==> src/rtl/sr_pq_pkg.sv <==
// Shared types for the priority-queue storage: key/value payload, cell and op encoding.
// Latency: n/a (types only).
// Backpressure: n/a (types only).
package pq_pkg;

  localparam int KEY_WIDTH = 8;
  localparam int VAL_WIDTH = 8;

  // Key sits in the MSBs so a whole kv_t compares like {key,val}.
  typedef struct packed {
    logic [KEY_WIDTH-1:0] key;
    logic [VAL_WIDTH-1:0] val;
  } kv_t;

  typedef struct packed {
    kv_t  kv;
    logic valid;
  } cell_t;

  // Per-cycle operation, already gated against full/empty by the top level.
  typedef enum logic [1:0] {
    OP_HOLD = 2'd0,
    OP_ENQ  = 2'd1,
    OP_DEQ  = 2'd2,
    OP_BOTH = 2'd3
  } op_e;

endpackage

==> src/rtl/sr_pq_if.sv <==
// Enq/deq handshake bundle between a PQ client (master) and the queue storage (slave).
// Latency: n/a (wires only).
// Backpressure: client must consult full/empty before issuing; the queue drops illegal requests.
interface sr_pq_if;
  import pq_pkg::*;

  logic enq;
  logic deq;
  kv_t  kvi;
  kv_t  kvo;
  logic empty;
  logic full;

  modport master (output enq, output deq, output kvi, input kvo, input empty, input full);
  modport slave  (input enq, input deq, input kvi, output kvo, output empty, output full);

endinterface

==> src/rtl/sr_pq_cell.sv <==
// One systolic storage slot: picks its next contents from kvi, itself or a neighbour.
// Latency: 1 cycle, contents registered.
// Backpressure: none; op is pre-gated by the top level.
module sr_pq_cell
  import pq_pkg::*;
#(
  parameter bit IS_HEAD = 1'b0
) (
  input  logic  clk,
  input  logic  rst,
  input  cell_t prev_cell,
  input  cell_t next_cell,
  input  kv_t   kvi,
  input  logic  gt_prev,
  input  logic  gt_next,
  input  op_e   op,
  output cell_t cell_q,
  output logic  gt
);

  cell_t cell_d;
  cell_t kvi_cell;

  // Incoming key belongs at or before this slot; strict compare keeps equal keys FIFO.
  always_comb begin
    gt = !cell_q.valid || (kvi.key < cell_q.kv.key);
  end

  // Choose next contents: shift right on insert, shift left on remove, both for replace.
  always_comb begin
    kvi_cell       = '0;
    kvi_cell.kv    = kvi;
    kvi_cell.valid = 1'b1;
    cell_d         = cell_q;
    case (op)
      OP_ENQ: begin
        if (gt) cell_d = gt_prev ? prev_cell : kvi_cell;
      end
      OP_DEQ: begin
        cell_d = next_cell;
      end
      OP_BOTH: begin
        if (!gt_next)              cell_d = next_cell;
        else if (IS_HEAD || !gt)   cell_d = kvi_cell;
        else                       cell_d = cell_q;
      end
      default: cell_d = cell_q;
    endcase
  end

  // Slot register, cleared on reset.
  always_ff @(posedge clk) begin
    if (rst) cell_q <= '0;
    else     cell_q <= cell_d;
  end

endmodule

==> src/rtl/sr_pq.sv <==
// Shift-register priority queue: smallest key at head, FIFO among equal keys.
// Latency: 1 cycle from enq/deq to updated kvo/empty/full; one op (or enq+deq) per cycle.
// Backpressure: enq on full (without deq) and deq on empty are silently dropped.
module sr_pq
  import pq_pkg::*;
#(
  parameter int DEPTH = 8
) (
  input logic    clk,
  input logic    rst,
  sr_pq_if.slave pq
);

  localparam int CW = $clog2(DEPTH + 1);

  // c[DEPTH] and gt[DEPTH] are the tail tie-offs: an empty slot past the end.
  cell_t [DEPTH:0] c;
  logic  [DEPTH:0] gt;
  op_e             op;

  logic [CW-1:0] count_d, count_q;
  logic          empty_d, empty_q;
  logic          full_d, full_q;

  assign c[DEPTH]  = '0;
  assign gt[DEPTH] = 1'b1;

  for (genvar i = 0; i < DEPTH; i++) begin : g_cell
    cell_t prev_c;
    logic  gt_p;
    if (i == 0) begin : g_head
      assign prev_c = '0;
      assign gt_p   = 1'b0;
    end else begin : g_body
      assign prev_c = c[i-1];
      assign gt_p   = gt[i-1];
    end
    sr_pq_cell #(.IS_HEAD(i == 0)) u_cell (
      .clk       (clk),
      .rst       (rst),
      .prev_cell (prev_c),
      .next_cell (c[i+1]),
      .kvi       (pq.kvi),
      .gt_prev   (gt_p),
      .gt_next   (gt[i+1]),
      .op        (op),
      .cell_q    (c[i]),
      .gt        (gt[i])
    );
  end

  // Decode request into an accepted op; enq+deq on empty degrades to a plain enq.
  always_comb begin
    op = OP_HOLD;
    if (pq.enq && pq.deq && !empty_q) op = OP_BOTH;
    else if (pq.enq && !full_q)       op = OP_ENQ;
    else if (pq.deq && !empty_q)      op = OP_DEQ;
  end

  // Occupancy tracks only accepted ops; flags are precomputed so they leave a flop.
  always_comb begin
    count_d = count_q;
    case (op)
      OP_ENQ:  count_d = count_q + CW'(1);
      OP_DEQ:  count_d = count_q - CW'(1);
      default: count_d = count_q;
    endcase
    empty_d = (count_d == '0);
    full_d  = (count_d == CW'(DEPTH));
  end

  // Occupancy and status flag registers.
  always_ff @(posedge clk) begin
    if (rst) begin
      count_q <= '0;
      empty_q <= 1'b1;
      full_q  <= 1'b0;
    end else begin
      count_q <= count_d;
      empty_q <= empty_d;
      full_q  <= full_d;
    end
  end

  assign pq.kvo   = c[0].kv;
  assign pq.empty = empty_q;
  assign pq.full  = full_q;

endmodule

==> src/flat_wrapper.sv <==
// flat-port wrapper written by rule: the top's interface ports become plain ports
module sr_pq_flat import pq_pkg::*;
#(
  parameter int DEPTH = 8
)
  (clk, rst, pq_enq, pq_deq, pq_kvi, pq_kvo, pq_empty, pq_full);
  sr_pq_if pq_i ();
  input logic clk;
  input logic rst;
  input wire logic [$bits(pq_i.enq)-1:0] pq_enq;
  input wire logic [$bits(pq_i.deq)-1:0] pq_deq;
  input wire logic [$bits(pq_i.kvi)-1:0] pq_kvi;
  output wire logic [$bits(pq_i.kvo)-1:0] pq_kvo;
  output wire logic [$bits(pq_i.empty)-1:0] pq_empty;
  output wire logic [$bits(pq_i.full)-1:0] pq_full;
  assign pq_i.enq = pq_enq;
  assign pq_i.deq = pq_deq;
  assign pq_i.kvi = pq_kvi;
  assign pq_kvo = pq_i.kvo;
  assign pq_empty = pq_i.empty;
  assign pq_full = pq_i.full;
  sr_pq #(.DEPTH(DEPTH)) u_core (.clk(clk), .rst(rst), .pq(pq_i));
endmodule
==> config.mk <==
export PLATFORM = sky130hd
export DESIGN_NAME = sr_pq_flat
export DESIGN_NICKNAME = d
export VERILOG_FILES = /design/src/rtl/sr_pq_pkg.sv /design/src/rtl/sr_pq_if.sv /design/src/rtl/sr_pq_cell.sv /design/src/rtl/sr_pq.sv /design/src/flat_wrapper.sv
export SDC_FILE = /design/constraint.sdc
export NUM_CORES = 1
export LEC_CHECK = 0
export ABC_CLOCK_PERIOD_IN_PS = 5600
export CAP_MARGIN = 15
export CORE_MARGIN = 2
export CORE_UTILIZATION = 50
export DETAILED_ROUTE_END_ITERATION = 16
export GPL_ROUTABILITY_DRIVEN = 0
export PLACE_DENSITY_LB_ADDON = 0.12
export SLEW_MARGIN = 20
export SYNTH_ARGS = -nofsm -noshare
export SYNTH_HDL_FRONTEND = slang
export SYNTH_HIERARCHICAL = 1
export SYNTH_SLANG_ARGS = --single-unit
export TNS_END_PERCENT = 1
==> constraint.sdc <==
create_clock -name clk -period 5.6 [get_ports clk]
set_input_delay 0.84 -clock clk [delete_from_list [all_inputs] [get_ports clk]]
set_output_delay 0.84 -clock clk [all_outputs]
set_load 0.005 [all_outputs]
==> summary.txt, run 1 <==
Logic synthesis
  • Post-Synthesis Cells: 1616
  • Area share of the largest cell type after synthesis: 0.240
  • Post-Syn Area: 0.0119 sq mm
  • Post-synth EDFFs: 0
  • Synth top area cells: dfxtp_1, nand2_1, a21oi_1, ha_1, a211oi_1
  • FFs w/ async S/R, synth: 0
  • Synth cell types: 56
  • Main synth FF type: dfxtp_1
  • Yosys reg bits: 142
  • Seq/Total Area, Yosys: 0.240
  • Area leader, netlist: dfxtp_1
  • Mean post-synth cell area: 7.33 sq um
  • Yosys Warn Count: 6

GRT
  • Vias in the first global route: between 10000 and 15000
  • Pin count of the biggest net entering global routing: 171
  • Global-route wire length before repair: 62.5 mm
  • Antenna violations before repair: 0
  • GRT Total Usage: 0.321
  • Remaining global-route overflow: 0

STA
  • Slew @ Worst Pin: 1450 ps
  • FMAX: 0.222 GHz
  • Clock skew: between 20 and 25 ps
  • Final Cycle Share: 0.803
  • Hold_ws: around 490 ps
  • Final hold violation count: 0
  • Setup violations, final: 0
  • Worst slew margin: 0.0317
  • Fin Setup TNS: 0 ps
  • Crit path time final: 4500 ps
  • Final WS setup: approximately 1100 ps
  • RSZ-0062 raised after global routing: no
  • Max Slew Vio Count: 0

Power
  • Sequential share of power: 0.298
  • Pwr per Cell Area: 385 mW/mm^2
  • Clk pwr share: 0.236
  • Pint: between 2 and 3 mW
  • Sw power: ~2.2 mW
  • Switching Share: 0.438
  • Max VDD drop: 0.233 mV
  • Leakage: 4.55 nW
  • Comb power frac: 0.466

Setup path
  • WP data required: roughly 6000 ps
  • CP Cell Sequence: clkdlybuf4s50_1, buf_4, ha_1, and4_1, o21ai_0, o221a_4, nand2b_1, and2_1, nand2_1, o21ba_2, nor4_1, a31o_2
  • Max FO, Critical Path: 17
  • Arrival time at the worst endpoint: slightly below 5000 ps
  • Worst Setup Path Type: in2reg
  • CP max stage delay: around 890 ps
  • Slowest cell on crit path: clkdlybuf4s50_1
  • Startpoint types: primary input
  • Critical path capture point type: flip-flop

Min path
  • Hold WC Path Type: reg2reg

Floorplanning
  • Starting Density: 0.506
  • Die W: 158 microns
  • Row cnt: 56
  • Die area: between 0.02 and 0.025 sq mm
  • Core box area: 0.0234 sq mm
  • Die Y: ~160 microns
  • IO Pins: 38

CTS
  • CTS Buf Count: 17
  • Root Buffer: clkbuf_16
  • Post-CTS sizing: 0
  • CTS Sinks: 142
  • Maximum root-to-sink buffer count: 2
  • Clk slew on worst S/H paths: 70 ps
  • CTS tree: yes
  • Htree depth: 4
  • Cts hold-fix bufs: 0
  • Post-CTS Repair Setup Buffers: 0
  • Clock latency at the later pin of the worst-skew pair: 450 ps

Layout
  • FILL cells: 2289
  • Finished Core Util: 0.555
  • Nets: 1695
  • Layout area overhead: 9.66%
  • Finished Cell Area: 0.0130 sq mm
  • Reg area: 0.00284 sq mm
  • Fraction of layout cells with a size suffix above 1: 0.0952
  • # diodes: 0
  • Multi-input gate area: 0.00825 sq mm

Placed design
  • Buffers added on ports: 37
  • Dpl ws: about 750 ps
  • Post-DP Area: approximately 0.012 sq mm
  • Post-DP HPWL: 26.8 mm

Drt
  • Antenna Violating Nets Remaining: 0
  • Detailed Routing Iterations Pass 1: 6
  • DRC viols: 0
  • Post-Route WL: 40.0 mm
  • Starting DRT DRC Count: about 1600
  • Vias per Instance: 6.31
  • Vias: ~12000
  • Routed WL per cell: 20.5 microns

Flow run
  • Max-cap viol count: 0

Status
  • Status: finished clean
## final cells by class
class	count	share of cell area
Clock buffer	19	0.0333
Multi-Input combinational cell	1301	0.635
Clock inverter	13	0.0116
Tap cell	319	0.0307
Sequential cell	142	0.219
Inverter	87	0.0251
Timing Repair Buffer	66	0.0460
## routing by layer
| metal | global-route usage | routed length [microns] |
|---|---|---|
| met4 | 0.111 | 825 |
| met3 | 0.0586 | 3590 |
| met2 | 0.464 | 17400 |
| met5 | 0 | 0 |
| met1 | 0.475 | 18200 |
## stage by stage
step,instances,total power [mW]
after floorplan,1652,3.16
after global placement,1915,3.72
after detailed placement,1915,3.76
after CTS,1947,4.94
after global routing,1947,5.29
final,1947,5.00
## registers in the layout, summed over array words and instances (netlist names)
register                     count
u_core/count_q                   4
u_core/g_cell.u_cell/cell_q    136
u_core/pq.full                   1
u_core/pq.empty                  1
## synthesized netlist by cell type (13+ instances only)
cell type / number
nand2_1: 251
a21oi_1: 156
dfxtp_1: 142
nor2b_1: 117
o21ai_0: 116
nand3_1: 114
a31oi_1: 99
a211oi_1: 98
inv_1: 87
clkbuf_1: 71
ha_1: 59
nor2_1: 34
a22oi_1: 23
buf_2: 20
o21ai_1: 20
mux2_2: 13
## placed cells by master (no fill, tap or decap), drive strengths merged, types with 9 or more instances in the layout
cell           instances
clkbuf                19
buf                   30
nand3                114
nand2                258
o21ai                136
ha                    59
a31oi                 99
mux2                  23
a22oi                 23
nor2b                117
dfxtp                142
inv                   94
conb                  38
a211oi               106
nor2                  34
a21oi                156
clkdlybuf4s50         36
nand2b                16
a211o                  9
## worst paths after layout
path	slack [ps]	startpoint	to	cells after the start
setup / recovery	1100	pq_kvi[14]	u_core/g_cell[6].u_cell/cell_q[8]	12
hold / removal	490	u_core/g_cell[7].u_cell/cell_q[3]	u_core/g_cell[7].u_cell/cell_q[3]	2
setup reg to reg	2210	u_core/g_cell[6].u_cell/cell_q[11]	u_core/g_cell[5].u_cell/cell_q[8]	13
hold reg to reg	490	u_core/g_cell[7].u_cell/cell_q[3]	u_core/g_cell[7].u_cell/cell_q[3]	2
## logic make-up (layout without fill, tap and decap cells)
group | Yosys count | count (layout) | synth area share
mux | 25 | 25 | 0.0267
xor+xnor | 2 | 2 | 0.00148
flops | 142 | 142 | 0.240
buf+inv | 209 | 185 | 0.0766
fa+ha+maj | 60 | 60 | 0.0640
simple gates | 585 | 585 | 0.246
compound gates | 591 | 591 | 0.345
other cells | 2 | 38 | 0.000634
## power groups by stage
stage	Combinational (mW)	Clock [mW]	Sequential, mW
after global placement	2.22	0	1.50
after global routing	2.54	1.23	1.52
after floorplan	1.77	0	1.40
after detailed placement	2.25	0	1.50
final	2.33	1.18	1.49
after CTS	2.27	1.19	1.48
## worst max-delay path, delay by kind of cell
family | cells | cell delay, ps
buffers and inverters | 2 | 1260
AND/OR/NAND/NOR | 5 | 1190
AO/OA/AOI/OAI | 4 | 1240
adder cells (fa/ha/maj) | 1 | 280
(Power assumes the default switching activity.)
==> run 2, diff against run 1 <==
- ABC_CLOCK_PERIOD_IN_PS: 5600 -> 3800
- clock period: 5.6 -> 3.8 ns (I/O delays scaled with it)
==> summary.txt, run 2 (synthesis gave the netlist of run 1 again) <==
GRT
  • Pin count of the biggest net entering global routing: 115 (-33%)
  • Vias in the first global route: 11500 (+4.0%)
  • Antenna violations before repair: 0 (unchanged)
  • Remaining global-route overflow: 0 (unchanged)
  • Global-route wire length before repair: 61.5 mm (-1.5%)
  • GRT Total Usage: 0.309 (-0.0119)

STA
  • RSZ-0062 raised after global routing: no
  • Crit path time final: 3370 ps
  • Worst slew margin: 0.134 (+0.102)
  • Final Cycle Share: 0.887
  • Clock skew: 12.7 ps (-10.0 ps)
  • Slew @ Worst Pin: 1300 ps (-153 ps)
  • Fin Setup TNS: 0 ps (unchanged)
  • FMAX: 0.297 GHz
  • Final WS setup: 431 ps (-672 ps)
  • Final hold violation count: 0 (unchanged)
  • Max Slew Vio Count: 0 (unchanged)
  • Setup violations, final: 0 (unchanged)

Setup path
  • WP data required: 4150 ps (-1780 ps)
  • CP max stage delay: 720 ps (-170 ps)
  • Slowest cell on crit path: clkdlybuf4s50_1
  • Worst Setup Path Type: in2reg
  • CP Cell Sequence: clkdlybuf4s50_1, buf_4, ha_1, and4_1, o21ai_0, o221a_4, nand2b_1, and2_1, nand2_1, o21ba_2, buf_4, o21ai_0, a21oi_1
  • Critical path capture point type: flip-flop
  • Max FO, Critical Path: 15 (-2)
  • Startpoint types: primary input
  • Arrival time at the worst endpoint: 3720 ps (-1110 ps)

Layout
  • Most frequent cells in the layout: nand2_1, a21oi_1, dfxtp_1
  • Layout area overhead: 13.0%
  • Commonest non-fill, non-tap cell in the layout: nand2_1
  • Fraction of layout cells with a size suffix above 1: 0.114 (+0.0192)
  • Multi-input gate area: 0.00825 sq mm (unchanged)
  • Non-Filler Instances: 1980 (+1.7%)
  • Finished Core Util: 0.572 (+0.0170)
  • Max FFs per register: 136 (unchanged)
  • # diodes: 0 (unchanged)
  • Largest regs: u_core/g_cell.u_cell/cell_q: 136 flops, u_core/count_q: 4 flops
  • Reg area: 0.00284 sq mm (unchanged)
  • Nets: 1728 (+1.9%)
  • Most flops, register: u_core/g_cell.u_cell/cell_q
  • FILL cells: 2252 (-1.6%)

Placed design
  • Buffers added on ports: 37 (unchanged)
  • Inst Count DP: 1948 (+1.7%)
  • Post-DP HPWL: 26.2 mm (-2.2%)
  • Dpl ws: 90.6 ps (-658 ps)

CTS
  • Post-CTS sizing: 0 (unchanged)
  • Post-CTS Repair Setup Buffers: 0 (unchanged)
  • Root Buffer: clkbuf_16
  • Htree depth: 4 (unchanged)
  • CTS Buf Count: 17 (unchanged)
  • Clk slew on worst S/H paths: 60 ps (about the same)
  • Cts hold-fix bufs: 0 (unchanged)
  • CTS Sinks: 142 (unchanged)
  • Maximum root-to-sink buffer count: 2 (unchanged)
  • CTS tree: yes
  • Clock latency at the later pin of the worst-skew pair: 430 ps (-20 ps)

Power
  • Clk pwr share: 0.235 (about the same)
  • Sequential share of power: 0.295 (-0.003)
  • Leakage: 4.77 nW (+4.9%)
  • Comb power frac: 0.470 (+0.004)
  • Pint: 4.26 mW (+52%)
  • Sw power: 3.13 mW (+43%)
  • Pwr per Cell Area: 552 mW/mm^2 (+43%)
  • Switching Share: 0.424 (-0.0145)
  • Max VDD drop: 0.354 mV (+52%)

Min path
  • Hold WC Path Type: reg2reg

Drt
  • Starting DRT DRC Count: 1128 (-30%)
  • DRC viols: 0 (unchanged)
  • Post-Route WL: 37.9 mm (-5.1%)
  • Detailed Routing Iterations Pass 1: 7 (+1)
  • Routed WL per cell: 19.1 microns (-6.7%)
  • Vias per Instance: 6.11 (-3.2%)
  • Antenna Violating Nets Remaining: 0 (unchanged)
  • Vias: 12100 (-1.6%)

Floorplanning
  • Die W: 158 microns (unchanged)
  • IO Pins: 38 (unchanged)
  • Die area: 0.0249 sq mm (unchanged)
  • Die Y: 158 microns (unchanged)
  • Starting Density: 0.506 (unchanged)
  • Row cnt: 56 (unchanged)
  • Core box area: 0.0234 sq mm (unchanged)

Status
  • Status: finished clean

Flow run
  • Max-cap viol count: 0 (unchanged)
## run 2: layer usage
| metal | track usage | wire length (microns) |
|---|---|---|
| met1 | 0.383 | 16000 |
| met2 | 0.538 | 18700 |
| met3 | 0.0438 | 2140 |
| met4 | 0.125 | 1130 |
| met5 | 0 | 0 |
## run 2: area by class of cell
class / count / share of cell area
Multi-Input combinational cell: 1301 / 0.616
Tap cell: 319 / 0.0298
Inverter: 87 / 0.0244
Sequential cell: 142 / 0.212
Timing Repair Buffer: 99 / 0.0734
Clock inverter: 14 / 0.0117
Clock buffer: 18 / 0.0328
## run 2: stage by stage
stage	instance area (sq um)	hold slack [ps]	total power, mW
6_report	13400	476	7.39
3_3_place_gp	12800	465	5.54
3_5_place_dp	12800	467	5.60
2_1_floorplan	12000	454	4.66
4_1_cts	13400	478	7.36
5_1_grt	13400	513	7.89
## run 2: worst max-delay path: cells and delay by family
family	cells	cell delay, ps
compound gates	5	930
fa+ha+maj	1	270
buf+inv	3	1220
simple gates	4	720
## run 2: worst paths after layout
check / start / cells past startpoint / slack (ps) / end
worst max-delay path: pq_kvi[14] / 13 / 430 / u_core/g_cell[6].u_cell/cell_q[15]
worst min-delay path: u_core/g_cell[7].u_cell/cell_q[3] / 2 / 480 / u_core/g_cell[7].u_cell/cell_q[3]
worst max register to register: u_core/g_cell[6].u_cell/cell_q[14] / 11 / 820 / u_core/g_cell[7].u_cell/cell_q[1]
worst min register to register: u_core/g_cell[7].u_cell/cell_q[3] / 2 / 480 / u_core/g_cell[7].u_cell/cell_q[3]
## run 2: power by group through the flow
stage / Combinational, mW / Clock, mW / Sequential (mW)
after floorplan: 2.61 / 0 / 2.06
after global placement: 3.34 / 0 / 2.20
after detailed placement: 3.40 / 0 / 2.20
after CTS: 3.43 / 1.76 / 2.17
after global routing: 3.84 / 1.83 / 2.22
final: 3.47 / 1.74 / 2.18
